==> config.mk <==
export PLATFORM = sky130hd
export DESIGN_NAME = gun_bullet_ctrl
export DESIGN_NICKNAME = d
export VERILOG_FILES = /design/src/rtl/gun_bullet_ctrl.sv
export SDC_FILE = /design/constraint.sdc
export NUM_CORES = 1
export LEC_CHECK = 0
export CAP_MARGIN = 20
export CORE_MARGIN = 2
export CORE_UTILIZATION = 50
export DETAILED_ROUTE_END_ITERATION = 6
export PLACE_DENSITY = 0.81
export SYNTH_ARGS = -nofsm -noshare
export SYNTH_HDL_FRONTEND = slang
export SYNTH_SLANG_ARGS = --single-unit
==> constraint.sdc <==
create_clock -name clk -period 2.4 [get_ports clk]
set_input_delay 0.36 -clock clk [delete_from_list [all_inputs] [get_ports clk]]
set_output_delay 0.36 -clock clk [all_outputs]
set_load 0.05 [all_outputs]
==> src/rtl/gun_bullet_ctrl.sv <==
// gun_bullet_ctrl: single-bullet projectile FSM with a 2-cycle pixel pipeline matched to the gun sprite.
// Optional trail rendering behind the bullet when BULLET_TRAIL_EN is defined.
module gun_bullet_ctrl #(
   parameter int GUN_X0          = 730,
   parameter int MUZZLE_DX       = 2,
   parameter int MUZZLE_DY       = 10,
   parameter int BULLET_W        = 8,
   parameter int BULLET_H        = 4,
   parameter int STEP_FRAMES     = 2,
   parameter int STEP_PX         = 4,
   parameter int COOLDOWN_FRAMES = 30,
   parameter int TRAIL_LEN       = 6
) (
   input  logic        clk,
   input  logic        rst,
   input  logic [11:0] lcd_xpos,
   input  logic [11:0] lcd_ypos,
   input  logic        enable,
   input  logic        freeze,
   input  logic        fire,
   input  logic [11:0] gun_pos_y,
   input  logic        hit,
   output logic [23:0] bullet_pixel,
   output logic        pixel_valid,
   output logic        bullet_active,
   output logic [11:0] bullet_x,
   output logic [11:0] bullet_y
);
   typedef enum logic [1:0] {IDLE, FLYING, COOLDOWN} state_t;
   state_t state_q, state_d;
   logic [11:0] bullet_x_q, bullet_x_d, bullet_y_q, bullet_y_d;
   logic [15:0] step_cnt_q, step_cnt_d, cd_cnt_q, cd_cnt_d;
   logic [12:0] dx_q, dy_q;
   logic [23:0] bullet_pixel_q, bullet_pixel_d;
   logic        fire_q, fly1_q, pixel_valid_q, body, trail;
   logic        frame_tick, fire_rise;

   if (STEP_FRAMES < 1 || STEP_PX < 1 || TRAIL_LEN < 0) begin : g_param_check
      $error("gun_bullet_ctrl: STEP_FRAMES and STEP_PX must be >= 1, TRAIL_LEN >= 0");
   end

   assign frame_tick = (lcd_xpos == 12'd0) && (lcd_ypos == 12'd0);
   assign fire_rise  = fire && !fire_q;

   always_comb begin
      state_d    = state_q;
      bullet_x_d = bullet_x_q;
      bullet_y_d = bullet_y_q;
      step_cnt_d = step_cnt_q;
      cd_cnt_d   = cd_cnt_q;
      if (!enable) begin
         state_d    = IDLE;
         step_cnt_d = '0;
         cd_cnt_d   = '0;
      end else if (!freeze) begin
         case (state_q)
            IDLE: if (fire_rise) begin
               state_d    = FLYING;
               bullet_x_d = 12'(GUN_X0 + MUZZLE_DX - BULLET_W);
               bullet_y_d = gun_pos_y + 12'(MUZZLE_DY);
               step_cnt_d = '0;
            end
            // hit wins over a step or edge retire on the same cycle
            FLYING: if (hit) begin
               state_d  = COOLDOWN;
               cd_cnt_d = '0;
            end else if (frame_tick) begin
               if (step_cnt_q == 16'(STEP_FRAMES - 1)) begin
                  step_cnt_d = '0;
                  if (bullet_x_q < 12'(STEP_PX)) begin
                     state_d  = COOLDOWN;
                     cd_cnt_d = '0;
                  end else bullet_x_d = bullet_x_q - 12'(STEP_PX);
               end else step_cnt_d = step_cnt_q + 16'd1;
            end
            COOLDOWN: if (frame_tick) begin
               state_d  = (cd_cnt_q == 16'(COOLDOWN_FRAMES - 1)) ? IDLE : COOLDOWN;
               cd_cnt_d = (cd_cnt_q == 16'(COOLDOWN_FRAMES - 1)) ? 16'd0 : cd_cnt_q + 16'd1;
            end
            default: state_d = IDLE;
         endcase
      end
   end

   always_comb begin
      body = fly1_q && enable && !dx_q[12] && (dx_q[11:0] < 12'(BULLET_W))
             && !dy_q[12] && (dy_q[11:0] < 12'(BULLET_H));
`ifdef BULLET_TRAIL_EN
      trail = fly1_q && enable && !dx_q[12] && (dx_q[11:0] >= 12'(BULLET_W))
              && (dx_q[11:0] < 12'(BULLET_W + TRAIL_LEN)) && !dy_q[12]
              && (dy_q[11:0] != 12'd0) && (dy_q[11:0] < 12'(BULLET_H - 1));
`else
      trail = 1'b0;
`endif
      bullet_pixel_d = body ? 24'h1F3A04 : (trail ? 24'h141E02 : 24'h0);
   end

   always_ff @(posedge clk) begin
      fire_q <= fire;
      if (rst) begin
         state_q        <= IDLE;
         bullet_x_q     <= '0;
         bullet_y_q     <= '0;
         step_cnt_q     <= '0;
         cd_cnt_q       <= '0;
         dx_q           <= '0;
         dy_q           <= '0;
         fly1_q         <= 1'b0;
         bullet_pixel_q <= '0;
         pixel_valid_q  <= 1'b0;
      end else begin
         state_q        <= state_d;
         bullet_x_q     <= bullet_x_d;
         bullet_y_q     <= bullet_y_d;
         step_cnt_q     <= step_cnt_d;
         cd_cnt_q       <= cd_cnt_d;
         dx_q           <= {1'b0, lcd_xpos} - {1'b0, bullet_x_q};
         dy_q           <= {1'b0, lcd_ypos} - {1'b0, bullet_y_q};
         fly1_q         <= (state_q == FLYING) && enable;
         bullet_pixel_q <= bullet_pixel_d;
         pixel_valid_q  <= body || trail;
      end
   end

   assign bullet_pixel  = bullet_pixel_q;
   assign pixel_valid   = pixel_valid_q;
   assign bullet_active = (state_q == FLYING);
   assign bullet_x      = bullet_x_q;
   assign bullet_y      = bullet_y_q;
endmodule

==> results of run 1 <==
## repair_timing
action                                  in CTS  in global routing
setup buffers                                0                  1
endpoints found under the setup margin       0                 14
resized for setup                            0                 11
## worst max-delay path by stage
stage / depth (start not counted) / endpoint / slack [ns] / from
3_5_place_dp: 8 / dy_q[11] / -0.30 / lcd_ypos[4]
6_report: 8 / cd_cnt_q[7] / 0.11 / lcd_xpos[4]
5_1_grt: 8 / cd_cnt_q[11] / 0.02 / bullet_x[2]
3_3_place_gp: 8 / dy_q[11] / -0.30 / lcd_ypos[4]
4_1_cts: 8 / dy_q[11] / 0.05 / lcd_ypos[4]
2_1_floorplan: 7 / dy_q[11] / 0.02 / bullet_y[5]
## through the flow
step	setup WS (ns)	cell area, µm²	hold WS (ns)	utilization, %
after detailed placement	-0.301	5910	0.470	63.7
after global routing	0.0249	6200	0.509	66.8
after CTS	0.0482	6150	0.483	66.3
after floorplan	0.0185	4880	0.388	-
final	0.114	6200	0.478	66.8
after global placement	-0.297	5910	0.454	63.7
## where the power goes
part           leakage, nW  internal (mW)  switching [mW]
clock                0.114          0.695           0.509
sequential           0.653           1.37          0.0216
combinational         1.53          0.252           0.318
total                 2.30           2.32           0.849
## registers in the layout, summed over array words and instances (netlist names)
signal and flops:
bullet_pixel 1, bullet_x 10, bullet_y 12, cd_cnt_q 16
dx_q 10, dy_q 11, fire_q 1, fly1_q 1
state_q 2, step_cnt_q 16
## synth_stat cells, types with 3 or more instances
| cell | count | area (µm²) |
|---|---|---|
| dfxtp_1 | 80 | 1600 |
| nor2_1 | 50 | 188 |
| nand2_1 | 43 | 161 |
| inv_1 | 35 | 131 |
| a21oi_1 | 30 | 150 |
| ha_1 | 30 | 375 |
| buf_4 | 27 | 203 |
| a311oi_1 | 25 | 219 |
| nand3_1 | 21 | 105 |
| a211oi_1 | 17 | 128 |
| clkbuf_1 | 17 | 63.8 |
| o21ai_0 | 16 | 80.1 |
| xnor2_1 | 16 | 140 |
| nor4_1 | 15 | 93.8 |
| and3_1 | 13 | 81.3 |
| nor3_1 | 12 | 60.1 |
| a41oi_1 | 10 | 87.6 |
| nand2b_1 | 9 | 56.3 |
| a31oi_1 | 8 | 50.1 |
| or3_1 | 7 | 43.8 |
| xor2_1 | 7 | 61.3 |
| a21o_1 | 6 | 45.0 |
| nand4_1 | 5 | 31.3 |
| nor2b_1 | 5 | 31.3 |
| o22ai_1 | 5 | 31.3 |
| and2_1 | 4 | 25.0 |
| and4_1 | 4 | 35.0 |
| buf_2 | 4 | 20.0 |
| mux2i_1 | 4 | 40.0 |
| o211ai_1 | 4 | 30.0 |
| a2111oi_0 | 3 | 26.3 |
| nor4b_1 | 3 | 26.3 |
## cell type report
type | count | area, µm²
inverter | 35 | 131
multi-input combinational | 426 | 2890
clock buffer | 11 | 131
sequential | 80 | 1610
clock inverter | 5 | 106
fill | 751 | 3080
tap | 129 | 161
timing repair buffer | 131 | 1170
## metal layers
| layer | GRT usage, % | wire [µm] |
|---|---|---|
| met1 | 29.1 | 5370 |
| met2 | 42.9 | 6200 |
| met3 | 3.76 | 599 |
| met4 | 6.15 | 142 |
| met5 | 0 | 0 |
## cell families (layout without fill, tap and decap cells)
kind of cell               count (synthesis)  count (layout)  synth area share, %
and+or+nand+nor                          212             212                 24.4
AOI/OAI and AO/OA                        140             140                 20.5
buffers and inverters                     84             182                 8.78
DFF                                       80              80                 33.2
adders and majority gates                 30              30                 7.79
xor gates and xnor gates                  23              23                 4.18
muxes                                      5               5                 1.06
other                                      1              16               0.0778
## worst reg2reg max path, stage by stage (launching register included)
cell and delay, ns:
dfxtp_1 0.38, inv_1 0.10, ha_1 0.30, a2111oi_0 0.43, and4b_1 0.36, buf_4 0.18, a41oi_1 0.12, a311oi_1 0.28
==> impl_metrics.csv, run 1 <==
group,metric,value,unit
global_routing,grt_pass1_wl,20.1,mm
synthesis,ys_seq_area_share,33.2,%
critical_path,start_kind,"input pin",
detailed_routing,vias_per_cell,5.76,
sta,finalSetupTns,0,ns
sta,worst_pin_slew,0.784,ns
final_layout,num_antenna_cells,0,
cts,clk_latency,0.35,ns
critical_path,crit_arrival,2.50,ns
synthesis,yosys_register_bits,80,
critical_path,cp_slowest_stage_delay,0.59,ns
synthesis,syn_avg_cell_area,8.38,µm²
synthesis,synth.cell_area,4820,µm²
outcome,status,"completed",
detailed_routing,drc_errors,0,
placement,gp_congestion,0.824,
cts,postCtsHoldBufs,0,
sta,setup_violations,0,
floorplan,fp.dieArea,10400,µm²
detailed_routing,drtAntennaViolNets,0,
final_layout,areaGrowthSynthToFinish,28.7,%
global_routing,gr-total-overflow,0,
cts,cts_buffer_depth,2,
synthesis,netlist_instances,575,
sta,finalClockSkew,0.0111,ns
floorplan,row_count,35,
floorplan,initial_core_util,51.9,%
detailed_routing,vias,4710,
critical_path,required,2.61,ns
sta,rsz0062_at_grt,"false",
synthesis,synthArstFlopShare,0,%
placement,hpwl,9.26,mm
final_layout,layout_common_cells,"77 x dfxtp_1, 74 x clkdlybuf4s50_1, 56 x buf_4, 50 x nor2_1, 43 x nand2_1",
floorplan,die_y,102,µm
run,drv_cap,0,
cts,cts_made_buffers,9,
final_layout,layout_commonest_cell,"dfxtp_1",
detailed_routing,drt_iter0_drc,210,
hold_path,hold_path_depth,2,
pwr,total_power,3.17,mW
global_routing,grt_max_degree,27,
synthesis,yosysUniqueCellTypes,63,
critical_path,reg2reg_from,"state_q[0]",
pwr,p_per_area,511,nW/µm²
sta,slew_violations,0,
detailed_routing,first_pass_iters,6,
critical_path,cp-end-kind,"register",
final_layout,nets,755,
critical_path,path_max_fanout,7,
detailed_routing,drt_wl_total,12.3,mm
sta,relSlewSlack,47.6,%
floorplan,ios,92,
global_routing,grt_usage,23.6,%
cts,cts_root_buf,"clkbuf_8",
cts,clk_pin_slew_worst_paths,0.09,ns
sta,finalHoldViolations,0,
final_layout,drive_gt1_share,13.7,%
global_routing,antenna_found_initial,0,
critical_path,cp_top_family,"simple AND/OR/NAND/NOR gates",
critical_path,path_buf_inv,2,
placement,dp.cells,800,
critical_path,path_class,"in -> reg",
sta,fmax,0.437,GHz
cts,cts_tree,"built",
critical_path,reg2reg_to,"step_cnt_q[7]",
placement,port_buffers,75,
sta,fin_crit_sh,95.3,%
pwr,p_leak,2.30,nW
critical_path,crit_path_cell_trace,"clkdlybuf4s50_1 > or4_4 > nor2_8 > buf_4 > a41oi_1 > and2_1 > o211ai_1 > o41ai_1",
sta,layout_min_cycle_time,2.29,ns
critical_path,reg2reg_slack,0.15,ns
synthesis,synth_edf_count,0,
global_routing,grt_pass1_vias,4482,
critical_path,slowest_stage,"or4_4",
critical_path,ff2ff_path_depth,7,
hold_path,worstHoldEndpoint,"bullet_y[2]",
pwr,vdd_drop_max,0.381,mV
cts,htreeDepth,3,
cts,cts.sinks,80,
detailed_routing,wl_per_cell,15.1,µm
final_layout,layoutNonFillerInstCount,817,
synthesis,synth_flop_cell,"dfxtp_1",
hold_path,hp-start,"bullet_y[2]",
synthesis,yosysWarningCount,0,
floorplan,core_area,9280,µm²
floorplan,die_w,102,µm
hold_path,min_path_type,"reg -> reg",
Power figures use the tool's default switching activity.
==> run 2, diff against run 1 <==
--- a/config.mk
+++ b/config.mk
@@ -5,8 +5,8 @@
 export SDC_FILE = /design/constraint.sdc
 export NUM_CORES = 1
 export LEC_CHECK = 0
-export CAP_MARGIN = 20
-export CORE_MARGIN = 2
+export CAP_MARGIN = 25
+export CORE_MARGIN = 8
 export CORE_UTILIZATION = 50
 export DETAILED_ROUTE_END_ITERATION = 6
 export PLACE_DENSITY = 0.81
==> impl_metrics.csv, run 2 (synthesis results as in run 1) <==
group,metric,value,unit
detailed_routing,vias_per_cell,5.78,
pwr,seqPwrFrac,45.1,%
cts,postCtsHoldBufs,0,
sta,slew_violations,0,
cts,cts_made_buffers,9,
critical_path,cp_slowest_stage_delay,0.44,ns
sta,worst_pin_slew,0.796,ns
critical_path,cp-end-kind,"register",
detailed_routing,drc_errors,0,
detailed_routing,drt_iter0_drc,349,
sta,relSlewSlack,46.8,%
detailed_routing,first_pass_iters,5,
cts,clk_latency,0.36,ns
cts,cts_tree,"built",
final_layout,areaGrowthSynthToFinish,28.5,%
detailed_routing,wl_per_cell,16.0,µm
sta,fin_crit_sh,97.8,%
final_layout,layoutNonFillerInstCount,822,
floorplan,row_count,36,
cts,cts_buffer_depth,2,
global_routing,grt_max_degree,28,
global_routing,grt_usage,19.8,%
floorplan,initial_core_util,50.5,%
placement,gp_congestion,0.846,
outcome,status,"completed",
global_routing,gr-total-overflow,0,
critical_path,path_max_fanout,2,
placement,dp.cells,804,
cts,htreeDepth,3,
sta,finalHoldViolations,0,
pwr,p_leak,2.30,nW
final_layout,drive_gt1_share,13.5,%
pwr,switching_share,27.7,%
sta,finalClockSkew,0.00868,ns
floorplan,die_y,114,µm
floorplan,fp.dieArea,13000,µm²
placement,place_ws,-0.327,ns
run,drv_cap,0,
cts,clk_pin_slew_worst_paths,0.08,ns
placement,port_buffers,75,
pwr,total_power,3.09,mW
critical_path,slowest_stage,"clkdlybuf4s50_1",
detailed_routing,drt_wl_total,13.2,mm
critical_path,start_kind,"input pin",
final_layout,layout_commonest_cell,"dfxtp_1",
pwr,vdd_drop_max,0.333,mV
global_routing,antenna_found_initial,0,
critical_path,crit_path_frequent_cell,"a21o_1",
final_layout,nets,756,
sta,layout_min_cycle_time,2.35,ns
pwr,power_frac_comb,18.6,%
detailed_routing,vias,4754,
sta,setup_violations,0,
pwr,p_per_area,499,nW/µm²
final_layout,num_antenna_cells,0,
final_layout,final_util,64.8,%
detailed_routing,drtAntennaViolNets,0,
global_routing,grt_pass1_wl,21.3,mm
floorplan,core_area,9550,µm²
floorplan,ios,92,
floorplan,die_w,114,µm
sta,hold_slack,0.485,ns
final_layout,layout_common_cells,"77 x dfxtp_1, 74 x clkdlybuf4s50_1, 56 x buf_4, 50 x nor2_1, 43 x nand2_1",
cts,cts_root_buf,"clkbuf_8",
pwr,p_clk_share,36.3,%
critical_path,crit_path_cell_trace,"clkdlybuf4s50_1 > ha_1 > a21o_1 > a2111oi_1 > o21ai_1 > a41o_1 > a21o_1 > mux2_2",
pwr,p_int,2.24,mW
global_routing,grt_pass1_vias,4615,
critical_path,crit_arrival,2.59,ns
pwr,p_sw,855,µW
critical_path,required,2.64,ns
sta,fmax,0.426,GHz
placement,hpwl,9.71,mm
sta,timing.final.ws_setup,0.0528,ns
critical_path,path_class,"in -> reg",
cts,cts.sinks,80,
hold_path,min_path_type,"reg -> reg",
## run 2: cell count changes in the layout (fill, tap and decap cells not counted), sizes merged
| cell | previous run | this run |
|---|---|---|
| clkinvlp | 1 | 2 |
| bufinv | 3 | 2 |
| buf | 56 | 57 |
## run 2: power by group through the flow
stage | combinational [mW] | sequential (mW) | clock (mW)
floorplan | 0.333 | 1.45 | 0
global placement | 0.542 | 1.42 | 0
detailed placement | 0.559 | 1.43 | 0
CTS | 0.565 | 1.40 | 1.12
global route | 0.621 | 1.40 | 1.18
finish | 0.575 | 1.40 | 1.12
## run 2: worst paths after layout
kind | end | slack (ns) | cells past startpoint | from
max reg2reg | cd_cnt_q[3] | 0.13 | 7 | bullet_x[8]
min | bullet_y[0] | 0.49 | 2 | bullet_y[0]
min reg2reg | bullet_y[0] | 0.49 | 2 | bullet_y[0]
max | dy_q[11] | 0.05 | 8 | lcd_ypos[4]
## run 2: metal layers
metal	up-vias	share of wire [%]	routed length, µm	global-route usage (%)
met5	-	0	0	0
met4	0	1.5	199	6.83
met3	22	6.2	818	4.85
met2	170	49	6520	34.2
met1	2270	43	5640	23.2
li1	2292	-	-	-
## run 2: cell type report
class / count / area, µm²
clock buffers: 11 / 141
well taps: 133 / 166
inverters: 35 / 131
fillers: 806 / 3360
repair buffers: 132 / 1190
multi-input cells: 426 / 2870
flip-flops and latches: 80 / 1610
clock inverters: 5 / 80.1
## run 2: what timing repair did
item | in CTS | in global routing
gates resized for setup | 1 | 7
endpoints found under the hold margin | 0 | 0
pin swaps | 0 | 1
setup buffers | 0 | 2
endpoints found under the setup margin | 1 | 20
## run 2: metrics by stage
| step | TNS (ns) | cell area [µm²] |
|---|---|---|
| floorplan | 0 | 4880 |
| global route | -0.0399 | 6190 |
| finish | 0 | 6190 |
| CTS | 0 | 6150 |
| detailed placement | -9.19 | 5920 |
| global placement | -9.85 | 5920 |
## run 2: worst max-delay path: cells and delay by family
kind	cells	cell delay, ns
multiplexers	1	0.28
buffers and inverters	1	0.44
AO/OA/AOI/OAI	5	1.20
adder cells (fa/ha/maj)	1	0.32
==> run 3, diff against run 2 <==
--- a/config.mk
+++ b/config.mk
@@ -9,6 +9,7 @@
 export CORE_MARGIN = 8
 export CORE_UTILIZATION = 50
 export DETAILED_ROUTE_END_ITERATION = 6
+export GPL_ROUTABILITY_DRIVEN = 0
 export PLACE_DENSITY = 0.81
 export SYNTH_ARGS = -nofsm -noshare
 export SYNTH_HDL_FRONTEND = slang
==> impl_metrics.csv, run 3 (synthesis results as in run 1) <==
group,metric,value,unit
outcome,status,"completed",
floorplan,fp.dieArea,13000,µm²
global_routing,grt_pass1_wl,21.0,mm
critical_path,ff2ff_path_depth,8,
critical_path,path_max_fanout,2,
floorplan,ios,92,
final_layout,num_antenna_cells,0,
critical_path,crit_start,"lcd_ypos[4]",
hold_path,worstHoldEndpoint,"bullet_y[3]",
final_layout,layoutNonFillerInstCount,817,
pwr,p_leak,2.25,nW
critical_path,cp_top_family,"compound AO/OA/AOI/OAI gates",
critical_path,reg2reg_slack,0.12,ns
detailed_routing,drt_iter0_drc,338,
cts,cts_root_buf,"clkbuf_8",
global_routing,grtUsageMet3,4.54,%
critical_path,cp_slowest_stage_delay,0.43,ns
global_routing,grt_usage,19.5,%
pwr,p_sw,869,µW
pwr,p_clk_share,32.3,%
critical_path,reg2reg_from,"bullet_y[4]",
detailed_routing,vias_per_cell,5.66,
placement,hpwl,9.68,mm
sta,finalHoldViolations,0,
critical_path,start_kind,"input pin",
critical_path,required,2.65,ns
global_routing,antenna_found_initial,0,
critical_path,crit_path_cell_trace,"clkdlybuf4s50_1 > ha_1 > a21o_1 > a2111oi_2 > o21ai_1 > a41o_1 > a21o_1 > mux2_2",
final_layout,final_util,64.2,%
cts,cts_buffer_depth,2,
critical_path,path_buf_inv,1,
final_layout,layout_common_cells,"78 x dfxtp_1, 74 x clkdlybuf4s50_1, 51 x buf_4, 49 x nor2_1, 43 x nand2_1",
global_routing,use_met2,33.7,%
final_layout,drive_gt1_share,13.3,%
sta,finalClockSkew,0.0145,ns
final_layout,areaGrowthSynthToFinish,27.2,%
hold_path,hold_path_depth,2,
sta,fmax,0.433,GHz
detailed_routing,first_pass_iters,5,
global_routing,grt_busiest_layer,"met2",
floorplan,row_count,36,
critical_path,reg2reg_to,"dy_q[11]",
cts,htreeDepth,3,
critical_path,path_class,"in -> reg",
detailed_routing,wl_per_cell,15.5,µm
placement,port_buffers,75,
critical_path,crit_path_frequent_cell,"a21o_1",
sta,setup_violations,0,
critical_path,cp-end-kind,"register",
floorplan,die_w,114,µm
critical_path,crit_arrival,2.55,ns
detailed_routing,drc_errors,0,
pwr,power_frac_comb,19.5,%
final_layout,nets,751,
cts,cts_tree,"built",
sta,layout_min_cycle_time,2.31,ns
detailed_routing,drtAntennaViolNets,0,
global_routing,gr-total-overflow,0,
hold_path,min_path_type,"reg -> reg",
sta,slew_violations,0,
pwr,total_power,2.89,mW
cts,clk_latency,0.36,ns
pwr,vdd_drop_max,0.347,mV
floorplan,initial_core_util,50.5,%
run,drv_cap,0,
floorplan,die_y,114,µm
hold_path,hp-start,"bullet_y[3]",
placement,dp.cells,800,
pwr,p_int,2.03,mW
critical_path,slowest_stage,"clkdlybuf4s50_1",
pwr,switching_share,30.0,%
sta,relSlewSlack,46.2,%
cts,clk_pin_slew_worst_paths,0.08,ns
cts,cts.sinks,80,
global_routing,grtUsageMet1,22.6,%
global_routing,grt_max_degree,28,
final_layout,layout_commonest_cell,"dfxtp_1",
sta,worst_pin_slew,0.805,ns
pwr,seqPwrFrac,48.2,%
detailed_routing,vias,4624,
detailed_routing,drt_wl_total,12.7,mm
floorplan,core_area,9550,µm²
pwr,p_per_area,472,nW/µm²
sta,fin_crit_sh,96.2,%
global_routing,grt_pass1_vias,4623,
cts,cts_made_buffers,9,
-- run 3: cell type report --
type	instances	area (µm²)
fill	799	3420
inverter	35	131
timing repair buffer	127	1160
clock inverter	6	45.0
sequential	80	1610
multi-input combinational	426	2890
clock buffer	10	138
tap	133	166
-- run 3: routing by layer --
layer  part of all wire (%)  vias up
met5                      0        -
met4                    1.9        0
met3                    6.3       25
met2                     48      175
met1                     43     2138
li1                       -     2286
-- run 3: metrics by stage --
step / worst slack [ns] / setup TNS, ns / area [µm²] / hold WS, ns
detailed placement: -0.351 / -10.84 / 5890 / 0.460
floorplan: 0.0185 / 0 / 4880 / 0.388
global placement: -0.293 / -8.98 / 5890 / 0.459
finish: 0.0902 / 0 / 6130 / 0.477
global route: -0.00887 / -0.00887 / 6130 / 0.511
CTS: 0.0178 / 0 / 6070 / 0.475
-- run 3: worst max path at each step --
stage,end,depth (start not counted)
global placement,dy_q[11],8
finish,dy_q[11],8
detailed placement,cd_cnt_q[3],8
CTS,cd_cnt_q[3],8
global route,cd_cnt_q[3],7
floorplan,dy_q[11],7
-- run 3: repair_timing --
item	CTS	global route
setup buffers	0	1
gates resized for setup	0	9
hold buffers	0	0
endpoints found under the setup margin	0	20
-- run 3: worst reg2reg max path, cell delays in order (launching register included) --
cell       delay [ns]
dfxtp_4          0.36
inv_1            0.04
ha_1             0.30
a21o_1           0.21
a2111oi_2        0.37
o21ai_1          0.15
a41o_1           0.27
a21o_1           0.20
mux2_2           0.27
-- run 3: power groups by stage --
stage | Sequential, mW | Combinational, mW | Clock, mW
2_1_floorplan | 1.45 | 0.333 | 0
3_3_place_gp | 1.42 | 0.536 | 0
3_5_place_dp | 1.43 | 0.551 | 0
4_1_cts | 1.40 | 0.555 | 0.934
5_1_grt | 1.40 | 0.611 | 1.00
6_report | 1.40 | 0.565 | 0.934
